<file path="src/rtl/updown_mod_counter.sv">
// Up/down modulo counter with programmable terminal value, parallel load,
// wrap or saturate at the boundary, and wrap-pulse / sticky-overflow status.
module updown_mod_counter #(
  parameter int unsigned      WIDTH    = 7,
  parameter logic [WIDTH-1:0] MOD_MAX  = {WIDTH{1'b1}},
  parameter bit               SATURATE = 1'b0
) (
  input  logic             clk,
  input  logic             reset,
  input  logic             en,
  input  logic             up,
  input  logic             load,
  input  logic [WIDTH-1:0] load_val,
  input  logic             clr_ovf,
  output logic [WIDTH-1:0] q,
  output logic             tc,
  output logic             wrap,
  output logic             ovf_sticky
);

  logic [WIDTH-1:0] q_d, q_q;
  logic             wrap_d, wrap_q;
  logic             ovf_d, ovf_q;
  logic [WIDTH-1:0] load_clamped;
  logic             at_max, at_zero, boundary;

  // A full-range MOD_MAX cannot be exceeded, so the clamp compare is omitted.
  if (MOD_MAX == {WIDTH{1'b1}}) begin : g_no_clamp
    assign load_clamped = load_val;
  end else begin : g_clamp
    assign load_clamped = (load_val > MOD_MAX) ? MOD_MAX : load_val;
  end

  assign at_max   = (q_q == MOD_MAX);
  assign at_zero  = (q_q == '0);
  assign boundary = en & ((up & at_max) | (~up & at_zero));

  always_comb begin
    q_d    = q_q;
    wrap_d = 1'b0;
    ovf_d  = ovf_q & ~clr_ovf;
    if (load) begin
      q_d = load_clamped;
    end else if (en) begin
      if (boundary) begin
        // Event sets the sticky flag even when clr_ovf is raised in the same cycle.
        wrap_d = 1'b1;
        ovf_d  = 1'b1;
        if (!SATURATE) begin
          q_d = up ? '0 : MOD_MAX;
        end
      end else if (up) begin
        q_d = q_q + WIDTH'(1);
      end else begin
        q_d = q_q - WIDTH'(1);
      end
    end
  end

  always_ff @(posedge clk) begin
    if (reset) begin
      q_q    <= '0;
      wrap_q <= 1'b0;
      ovf_q  <= 1'b0;
    end else begin
      q_q    <= q_d;
      wrap_q <= wrap_d;
      ovf_q  <= ovf_d;
    end
  end

  assign q          = q_q;
  assign tc         = boundary;
  assign wrap       = wrap_q;
  assign ovf_sticky = ovf_q;

endmodule
</file>
<file path="config.mk">
export PLATFORM = sky130hd
export DESIGN_NAME = updown_mod_counter
export DESIGN_NICKNAME = d
export VERILOG_FILES = /design/src/rtl/updown_mod_counter.sv
export SDC_FILE = /design/constraint.sdc
export NUM_CORES = 1
export LEC_CHECK = 0
export ABC_AREA = 1
export BUFFER_PORTS_ARGS = -buffer_cell sky130_fd_sc_hd__buf_2
export CORE_ASPECT_RATIO = 0.9
export CORE_UTILIZATION = 30
export CTS_CLUSTER_SIZE = 24
export DETAILED_ROUTE_END_ITERATION = 7
export GPL_ROUTABILITY_DRIVEN = 0
export GPL_TIMING_DRIVEN = 0
export MAX_ROUTING_LAYER = met4
export SYNTH_ARGS = -nofsm -noshare
export SYNTH_HDL_FRONTEND = slang
export SYNTH_SLANG_ARGS = --single-unit
</file>
<file path="constraint.sdc">
create_clock -name clk -period 1.5 [get_ports clk]
set_input_delay 0.15 -clock clk [delete_from_list [all_inputs] [get_ports clk]]
set_output_delay 0.15 -clock clk [all_outputs]
set_load 0.005 [all_outputs]
</file>
==> results of run 1 <==
power by group:
group          switching, W  total (W)  internal (W)
sequential        0.0000264   0.000284      0.000258
combinational      0.000152   0.000281      0.000129
clock             0.0000806   0.000183      0.000102
total              0.000259   0.000748      0.000489
layout by cell type, fill, tap and decap left out, types with 3 or more instances in the layout:
master / netlist / routed
buf_2: 1 / 22
clkbuf_4: 0 / 3
nor2_1: 9 / 8
ha_1: 5 / 4
inv_1: 11 / 11
dfxtp_2: 0 / 4
dfxtp_4: 0 / 3
nand3_1: 7 / 6
a21oi_1: 7 / 6
nand2_2: 0 / 4
a22oi_1: 6 / 6
nand2_1: 36 / 32
buf_4: 0 / 6
state kept, by name, summed over array words and instances (netlist names):
name / count
wrap: 1
q: 7
ovf_sticky: 1
logic make-up (layout without fill, tap and decap cells):
group | count (synthesis) | count (layout) | synth area share [%]
buffers and inverters | 16 | 47 | 10.92
xor gates and xnor gates | 3 | 3 | 3.584
and+or+nand+nor | 57 | 57 | 33.45
DFF | 9 | 9 | 24.57
AOI/OAI and AO/OA | 18 | 18 | 16.21
adders and majority gates | 6 | 6 | 11.26
per-layer routing:
| layer | track usage [%] | wire [um] | up-vias |
|---|---|---|---|
| met5 | - | 0 | - |
| met4 | 2.564 | 7 | 0 |
| met3 | 6.542 | 122 | 2 |
| met2 | 22.84 | 952 | 30 |
| met1 | 23.00 | 910 | 381 |
| li1 | - | - | 419 |
metrics by stage:
step                total power [W]  setup TNS, ns  worst slack (ns)  utilization [%]  cell area [um^2]
floorplan                 0.0004608              0            0.1010                -             733.2
global placement          0.0005293        -0.3239           -0.1345            38.90             872.1
detailed placement        0.0005338        -0.3716           -0.1523            38.90             872.1
CTS                       0.0007201              0         0.0009981            40.18             900.9
global route              0.0008194        -0.1395          -0.05217            43.97             985.9
finish                    0.0007482              0           0.04957            43.97             985.9
worst paths after layout:
kind / end / cells past startpoint
max reg2reg: q[4] / 9
min: ovf_sticky / 2
min reg2reg: ovf_sticky / 2
max: q[4] / 9
layout make-up:
cell class / count / area, um^2
clock buffers: 4 / 26.28
flip-flops and latches: 9 / 196.4
repair buffers: 27 / 150.1
fillers: 256 / 1256
multi-input cells: 84 / 499.2
inverters: 15 / 75.07
well taps: 27 / 33.78
plain buffers: 1 / 5.005
what timing repair did:
action | in CTS | in global routing
resized for setup | 2 | 17
setup endpoints to repair | 3 | 5
setup buffers | 0 | 6
pin swaps | 0 | 5
==> run summary, run 1 <==
GRT Overall Usage -> 16.53%
Crit Path Category -> register to register
reg-to-reg setup timing slack -> 0.05 ns
CTS clk-pin slew, worst paths -> 0.06 ns
CTS Sinks -> 9
Data arrival, critical path -> 1.64 ns
H-tree levels -> 1
syn nets -> 128
DRT Wirelength -> 1992 um
DR vias/cell -> 4.982
initial core utilization -> 32.70%
Hold Crit Class -> primary input to register
synthesized instance count -> 109
vias in the first global route -> 684
dpl cells -> 157
Synth area leaders -> dfxtp_1, nand2_1, ha_1
CTS tree -> done
setup violators final -> 0
synth cell count leaders -> nand2_1, inv_1, dfxtp_1, nor2_1
PD cells -> 758.8 nW/um^2
ANT cells -> 0
total CTS buffers -> 3
io pins -> 23
VDD IR max -> 0.5281 mV
crit end category -> register
top cell type's share of synthesized area -> 24.57%
hold wc startpoint -> clr_ovf
Overflow after GRT -> 0
clk_skew -> 0.0006787 ns
clk_lat worst skew -> 0.26 ns
Slew HR -> 65.43%
HPWL Detailed -> 1398 um
count of buffer and inverter cells on the critical path -> 0
RSZ-0062 raised after global routing -> true
Synth Flop Type -> dfxtp_1
Yosys reg bits -> 9
fraction of layout cells with a size suffix above 1 -> 39.29%
CTS Hold Bufs -> 0
Port Buffer Count -> 21
Vias -> 832
Crit Path Max Fanout -> 6
initial antenna violation count -> 0
Lkg Pwr -> 0.5336 nW
sequential fraction of the synthesis area -> 24.57%
Netlist cell types -> 25
WL per Instance -> 11.93 um
Post-layout nets -> 160
post-route DRC violation count -> 0
Synth async-reset ratio -> 0%
Initial DRT Pass Iterations -> 4
largest net degree at the start of global routing -> 11
Mapped Area -> 733.2 um^2
crit start category -> register
DRT antenna net count -> 0
die width -> 54.11 um
cell with the most instances after synthesis -> nand2_1
worst slew pin tran -> 0.5166 ns
syn_area_per_cell -> 6.727 um^2
first-pass GRT wire length -> 3125 um
DIE HEIGHT -> 48.90 um
Min Hold Slack -> 0.07576 ns
row count -> 16
Area Overhead vs Synth -> 34.47%
Yosys Warn Count -> 0
Max Cap Violations -> 0
Final Hold Viols -> 0
cell taking the most area after synthesis -> dfxtp_1
fin crit share -> 96.70%
worst r2r src -> q[0]
First DRT Iteration DRCs -> 16
critical path's slowest cell -> dfxtp_4
Cell Chain, Critical Path -> fa_2, nand2_2, nand2_2, nand2_2, xnor2_1, nand2_1, nand2_1, nand2_1, a21oi_1
number of synthesized flops with an enable pin -> 0
Die ar. -> 2646 um^2
core area -> 2242 um^2
min Tclk post-route -> 1.450 ns
root buf cell -> clkbuf_4
Req. time, crit path -> 1.68 ns
crit path from -> q[0]
CP top delay family -> simple AND/OR/NAND/NOR gates
Layout Cells excl Fill -> 167
f_max -> 0.6895 GHz
Longest Clk Path Bufs -> 2
max incr delay on CP -> 0.37 ns
Slew Limit Fails -> 0
status -> completed
(Power assumes the default switching activity.)
==> run 2, diff against run 1 <==
Settings changed: CORE_MARGIN set to 5, CTS_BUF_LIST set to sky130_fd_sc_hd__clkbuf_4 sky130_fd_sc_hd__clkbuf_8.
Clock period 1.5 ns to 1.2 ns, I/O delays scaled along.
==> run 2 against run 1 <==
Net effect:
- the run now ends with setup timing left
- design area rose by 12%
- register-to-register slack got worse by 0.31 ns
- first-iteration DRC count down 44%
- clock-buffer cell count did not move
- maximum frequency decreased by 0.36%
- critical path depth unchanged
- critical path type unchanged
- highest routed layer unchanged
==> run summary, run 2 (synthesis gave the netlist of run 1 again) <==
status -> finished, violations left (was completed)
failing checks -> setup timing
most common cell after layout, fill and taps aside -> nand2_1 (unchanged)
Final Hold Viols -> 0 (unchanged)
largest net degree at the start of global routing -> 11 (unchanged)
total CTS buffers -> 3 (unchanged)
row count -> 17 (was 16)
post-route DRC violation count -> 0 (unchanged)
min Tclk post-route -> 1.456 ns (was 1.450 ns)
ANT cells -> 0 (unchanged)
vias in the first global route -> 815 (was 684)
Vias -> 816 (was 832)
CTS tree -> done (unchanged)
crit end category -> register (unchanged)
critical path's slowest cell -> dfxtp_4 (unchanged)
Cell Chain, Critical Path -> fa_2, nand2_2, nand2_2, nand2_2, xnor2_1, nand2_1, nand2_1, nand2_1, a21oi_2 (was fa_2, nand2_2, nand2_2, nand2_2, xnor2_1, nand2_1, nand2_1, nand2_1, a21oi_1)
CTS Hold Bufs -> 0 (unchanged)
fraction of layout cells with a size suffix above 1 -> 50.35% (was 39.29%)
utilization after layout -> 46.12% (was 43.97%)
filler instances -> 252 (was 256)
H-tree levels -> 1 (unchanged)
Hold Crit Class -> primary input to register (unchanged)
CTS Sinks -> 9 (unchanged)
Slew HR -> 68.15% (was 65.43%)
DR vias/cell -> 4.828 (was 4.982)
crit start category -> register (unchanged)
DRT Wirelength -> 1991 um (was 1992 um)
Slew Limit Fails -> 0 (unchanged)
Data arrival, critical path -> 1.64 ns (about the same)
setup violators final -> 7 (was 0)
Longest Clk Path Bufs -> 2 (unchanged)
PD cells -> 922.9 nW/um^2 (was 758.8 nW/um^2)
DRT antenna net count -> 0 (unchanged)
die width -> 62.11 um (was 54.11 um)
Port Buffer Count -> 21 (unchanged)
HPWL Detailed -> 1509 um (was 1398 um)
first-pass GRT wire length -> 3429 um (was 3125 um)
Max Cap Violations -> 0 (unchanged)
commonest non-fill, non-tap cells in the layout -> nand2_1, buf_2, inv_1 (unchanged)
Crit Path Category -> register to register (unchanged)
Area Overhead vs Synth -> 51.19% (was 34.47%)
CTS clk-pin slew, worst paths -> 0.06 ns (about the same)
VDD IR max -> 0.5525 mV (was 0.5281 mV)
RSZ-0062 raised after global routing -> true (unchanged)
max incr delay on CP -> 0.36 ns (was 0.37 ns)
worst slew pin tran -> 0.4761 ns (was 0.5166 ns)
Req. time, crit path -> 1.39 ns (was 1.68 ns)
DIE HEIGHT -> 56.90 um (was 48.90 um)
Crit Path Max Fanout -> 4 (was 6)
clk_lat worst skew -> 0.26 ns (about the same)
clk_skew -> 0.007755 ns (was 0.0006787 ns)
post-route worst setup slack -> -0.2557 ns (was 0.04957 ns)
Lkg Pwr -> 0.5563 nW (was 0.5336 nW)
io pins -> 23 (unchanged)
WL per Instance -> 11.78 um (was 11.93 um)
initial core utilization -> 30.50% (was 32.70%)
root buf cell -> clkbuf_4 (unchanged)
fin crit share -> 121.3% (was 96.70%)
total power -> 0.001023 W (was 0.0007482 W)
max reg flops -> 7 (unchanged)
Post-layout nets -> 161 (was 160)
Die ar. -> 3534 um^2 (was 2646 um^2)
Initial DRT Pass Iterations -> 4 (unchanged)
f_max -> 0.6870 GHz (was 0.6895 GHz)
CP top delay family -> simple AND/OR/NAND/NOR gates (unchanged)
First DRT Iteration DRCs -> 9 (was 16)
core area -> 2404 um^2 (was 2242 um^2)
GRT Overall Usage -> 11.98% (was 16.53%)
count of buffer and inverter cells on the critical path -> 0 (unchanged)
initial antenna violation count -> 0 (unchanged)
Overflow after GRT -> 0 (unchanged)
## run 2: worst register-to-register path: stages, from the launching register on
cell and delay (ns):
dfxtp_4 0.36, fa_2 0.36, nand2_2 0.09, nand2_2 0.07
nand2_2 0.06, xnor2_1 0.11, nand2_1 0.08, nand2_1 0.06
nand2_1 0.06, a21oi_2 0.13
## run 2: worst paths after layout
| kind | startpoint | end | slack (ns) | depth (start not counted) |
|---|---|---|---|---|
| worst max-delay path | q[1] | q[4] | -0.26 | 9 |
| worst min-delay path | clr_ovf | ovf_sticky | 0.04 | 2 |
| worst max register to register | q[1] | q[4] | -0.26 | 9 |
| worst min register to register | ovf_sticky | ovf_sticky | 0.46 | 2 |
## run 2: repair_timing
item,CTS,global route
cloned,0,0
hold endpoints to repair,0,0
endpoints found under the setup margin,7,7
gates resized for setup,31,5
setup buffers,5,2
pin swaps,11,16
## run 2: where the power goes
part           switching [W]  internal [W]
Sequential         0.0000331      0.000320
Clock               0.000104      0.000151
Combinational       0.000214      0.000202
Total               0.000351      0.000672
## run 2: stage by stage
step	cells	hold slack (ns)	instance area, um^2	setup WS, ns	TNS, ns
floorplan	109	0.1817	739.5	-0.1282	-0.4021
global placement	158	0.3064	879.6	-0.3623	-1.691
detailed placement	158	0.3217	879.6	-0.4115	-1.780
CTS	167	0.03855	1075	-0.2509	-1.050
global route	169	0.02344	1109	-0.3413	-2.166
finish	169	0.03678	1109	-0.2557	-1.513
## run 2: area by class of cell
cell class | count | area (um^2) | share of cell area (%)
Inverter | 15 | 75.07 | 6.772
Sequential cell | 9 | 206.4 | 18.62
Multi-Input combinational cell | 84 | 589.3 | 53.16
Buffer | 1 | 5.005 | 0.4515
Clock buffer | 4 | 30.03 | 2.709
Tap cell | 28 | 35.03 | 3.160
Timing Repair Buffer | 28 | 167.7 | 15.12
## run 2: metal layers
layer  part of all wire, %  track usage (%)  vias to the layer above  wire length [um]
met1                    44            13.61                      375               882
met2                    50            20.56                       18              1000
li1                      -                -                      421                 -
met3                   4.6            3.400                        2                92
met4                  0.70            3.096                        0                14
met5                     0                -                        -                 0
==> run 3, diff against run 2 <==
Settings changed: ABC_AREA 1 to unset.
==> run 3 against run 2 <==
Net effect:
- the run still ends with setup timing left
- combinational power up 16%
- final cell count shrank 7.1%
- flip-flop and latch count did not move
- via count is 4.5% higher
- core utilization increased by 6.2 points
- sequential share of layout area decreased by 1.9 points
- non-clock buffer count up 12
- clock power is 5% higher
- clock-buffer cell count did not move
- worst setup slack got worse by 0.29 ns
- largest cell class unchanged
- largest power group unchanged
==> run summary, run 3 <==
CTS clk-pin slew, worst paths -> 0.06 ns (about the same)
number of synthesized flops with an enable pin -> 0 (unchanged)
Data arrival, critical path -> 1.93 ns (was 1.64 ns)
most common cell after layout, fill and taps aside -> buf_2 (was nand2_1)
Max Cap Violations -> 0 (unchanged)
syn_area_per_cell -> 8.126 um^2 (was 6.727 um^2)
setup violators final -> 11 (was 7)
Stages on worst setup path -> 6 (was 9)
ANT cells -> 0 (unchanged)
die width -> 61.17 um (was 62.11 um)
HPWL Detailed -> 1434 um (was 1509 um)
Register Area -> 193.9 um^2 (was 206.4 um^2)
Lkg Pwr -> 0.5016 nW (was 0.5563 nW)
H-tree levels -> 1 (unchanged)
FF-to-FF End -> q[6] (was q[4])
Hold EP -> q[0] (was ovf_sticky)
Hold Crit Class -> primary input to register (unchanged)
count of buffer and inverter cells on the critical path -> 0 (unchanged)
f_max -> 0.5741 GHz (was 0.6870 GHz)
GRT Overall Usage -> 15.47% (was 11.98%)
Crit Path Category -> register to register (unchanged)
Longest Clk Path Bufs -> 2 (unchanged)
status -> finished, violations left (unchanged)
met2 GRT Util -> 24.02% (was 20.56%)
Synth async-reset ratio -> 0% (unchanged)
CTS Hold Bufs -> 0 (unchanged)
initial antenna violation count -> 0 (unchanged)
Overflow after GRT -> 0 (unchanged)
top cell type's share of synthesized area -> 25.49% (was 24.57%)
DRT Wirelength -> 2350 um (was 1991 um)
largest net degree at the start of global routing -> 11 (unchanged)
PD cells -> 955.2 nW/um^2 (was 922.9 nW/um^2)
min Tclk post-route -> 1.742 ns (was 1.456 ns)
crit end category -> register (unchanged)
grt met1 use -> 19.92% (was 13.61%)
Die ar. -> 3429 um^2 (was 3534 um^2)
Min Hold Slack -> 0.08192 ns (was 0.03678 ns)
Synth area leaders -> dfxtp_1, ha_1, a21oi_1 (was dfxtp_1, nand2_1, ha_1)
Req. time, crit path -> 1.39 ns (about the same)
RSZ-0062 raised after global routing -> true (unchanged)
max reg flops -> 7 (unchanged)
max incr delay on CP -> 0.36 ns (about the same)
syn nets -> 106 (was 128)
Area Overhead vs Synth -> 64.42% (was 51.19%)
worst slew pin tran -> 0.4380 ns (was 0.4761 ns)
row count -> 16 (was 17)
total CTS buffers -> 3 (unchanged)
Final Hold Viols -> 0 (unchanged)
WL per Instance -> 14.97 um (was 11.78 um)
Synth Flop Type -> dfxtp_1 (unchanged)
fin crit share -> 145.2% (was 121.3%)
VDD IR max -> 0.6578 mV (was 0.5525 mV)
reg-to-reg setup timing slack -> -0.54 ns (was -0.26 ns)
CP top delay family -> compound AO/OA/AOI/OAI gates (was simple AND/OR/NAND/NOR gates)
root buf cell -> clkbuf_4 (unchanged)
Port Buffer Count -> 21 (unchanged)
Yosys Warn Count -> 0 (unchanged)
CTS tree -> done (unchanged)
commonest non-fill, non-tap cells in the layout -> buf_2, buf_4, a21oi_1 (was nand2_1, buf_2, inv_1)
First DRT Iteration DRCs -> 41 (was 9)
initial core utilization -> 31.81% (was 30.50%)
failing checks -> setup timing (unchanged)
core area -> 2222 um^2 (was 2404 um^2)
Cell Chain, Critical Path -> fa_2, a211o_1, a2111oi_2, nand3b_1, nand4_1, o211ai_1 (was fa_2, nand2_2, nand2_2, nand2_2, xnor2_1, nand2_1, nand2_1, nand2_1, a21oi_2)
Slew Limit Fails -> 0 (unchanged)
crit start category -> register (unchanged)
sequential fraction of the synthesis area -> 25.49% (was 24.57%)
hold depth -> 3 (was 2)
Layout Cells excl Fill -> 157 (was 169)
filler instances -> 212 (was 252)
Post-layout nets -> 150 (was 161)
clk_lat worst skew -> 0.26 ns (about the same)
post-route worst setup slack -> -0.5419 ns (was -0.2557 ns)
Yosys reg bits -> 9 (unchanged)
hold wc startpoint -> load_val[0] (was clr_ovf)
worst r2r src -> q[0] (was q[1])
cell depth of the worst flop-to-flop path -> 6 (was 9)
DR vias/cell -> 5.433 (was 4.828)
synthesized instance count -> 87 (was 109)
critical path's slowest cell -> fa_2 (was dfxtp_4)
DRT antenna net count -> 0 (unchanged)
total power -> 0.001110 W (was 0.001023 W)
cell with the most instances after synthesis -> a21oi_1 (was nand2_1)
CTS Sinks -> 9 (unchanged)
dpl cells -> 135 (was 158)
Mapped Area -> 706.9 um^2 (was 733.2 um^2)
first-pass GRT wire length -> 3988 um (was 3429 um)
DIE HEIGHT -> 56.05 um (was 56.90 um)
synth cell count leaders -> a21oi_1, dfxtp_1, nor2_1, ha_1, nand2_1 (was nand2_1, inv_1, dfxtp_1, nor2_1)
Slew HR -> 70.80% (was 68.15%)
clk_skew -> 0.0008880 ns (was 0.007755 ns)
Placement Setup Slack -> -0.7871 ns (was -0.4115 ns)
post-route DRC violation count -> 0 (unchanged)
Vias -> 853 (was 816)
Crit Path Max Fanout -> 2 (was 4)
GR Util met3 -> 4.408% (was 3.400%)
Netlist cell types -> 36 (was 25)
gr busiest metal -> met2 (unchanged)
fraction of layout cells with a size suffix above 1 -> 53.08% (was 50.35%)
utilization after layout -> 52.31% (was 46.12%)
vias in the first global route -> 876 (was 815)
cell taking the most area after synthesis -> dfxtp_1 (unchanged)
io pins -> 23 (unchanged)
Initial DRT Pass Iterations -> 4 (unchanged)
area of the multi-input gates -> 606.8 um^2 (was 589.3 um^2)
-- run 3: cell count changes in the layout (fill, tap and decap cells not counted), moves of 3 or more --
cell,previous run,this run
inv_1,10,3
nand4_1,0,3
nand3_2,4,0
a21oi_1,2,8
nand2_2,6,0
dfxtp_4,7,3
buf_4,6,13
a22oi_1,6,0
nor2b_1,0,4
nand2_1,30,5
-- run 3: how the worst max path moves through the flow --
stage / startpoint / endpoint / slack, ns
after CTS: q[0] / q[6] / -0.54
after detailed placement: up / q[6] / -0.79
final: q[0] / q[6] / -0.54
after floorplan: q[1] / q[6] / -0.50
after global placement: up / q[6] / -0.78
after global routing: q[0] / q[6] / -0.63
-- run 3: timing repair --
action | CTS | global route
buffers inserted | 14 | 4
endpoints found under the hold margin | 0 | 0
pin swaps | 16 | 2
resized for setup | 25 | 4
setup endpoints to repair | 8 | 9
-- run 3: power breakdown --
group	internal, W	leakage, nW	switching (W)	total, W
registers	0.000323	0.0767	0.0000385	0.000362
clock network	0.000151	0.0184	0.000116	0.000267
logic	0.000261	0.407	0.000220	0.000481
-- run 3: metrics by stage --
step | cell area [um^2] | setup TNS, ns
6_report | 1162 | -3.844
5_1_grt | 1162 | -4.748
4_1_cts | 1114 | -3.133
3_5_place_dp | 864.6 | -3.781
3_3_place_gp | 864.6 | -3.623
2_1_floorplan | 725.7 | -1.860
-- run 3: kinds of logic after synthesis --
| kind of cell | share of synthesized area, % |
|---|---|
| xor gates and xnor gates | 6.194 |
| buffers and inverters | 3.716 |
| DFF | 25.49 |
| AOI/OAI and AO/OA | 27.97 |
| and+or+nand+nor | 24.96 |
| adders and majority gates | 11.68 |
-- run 3: cell type report --
class                   count  area share, %
multi-input cells          71          52.21
plain buffers               2         0.6459
well taps                  27          2.906
inverters                   5          1.938
clock buffers               4          2.583
flip-flops and latches      9          16.68
repair buffers             39          23.04
-- run 3: per-layer routing --
metal	wire length, um	vias to the layer above
met1	1095	407
met4	10	0
met3	125	2
met2	1119	30
met5	0	-
li1	-	414
-- run 3: worst reg2reg max path, stage by stage (launching register included) --
cell	delay [ns]
dfxtp_4	0.35
fa_2	0.37
a211o_1	0.30
a2111oi_2	0.29
nand3b_1	0.17
nand4_1	0.10
o211ai_1	0.10
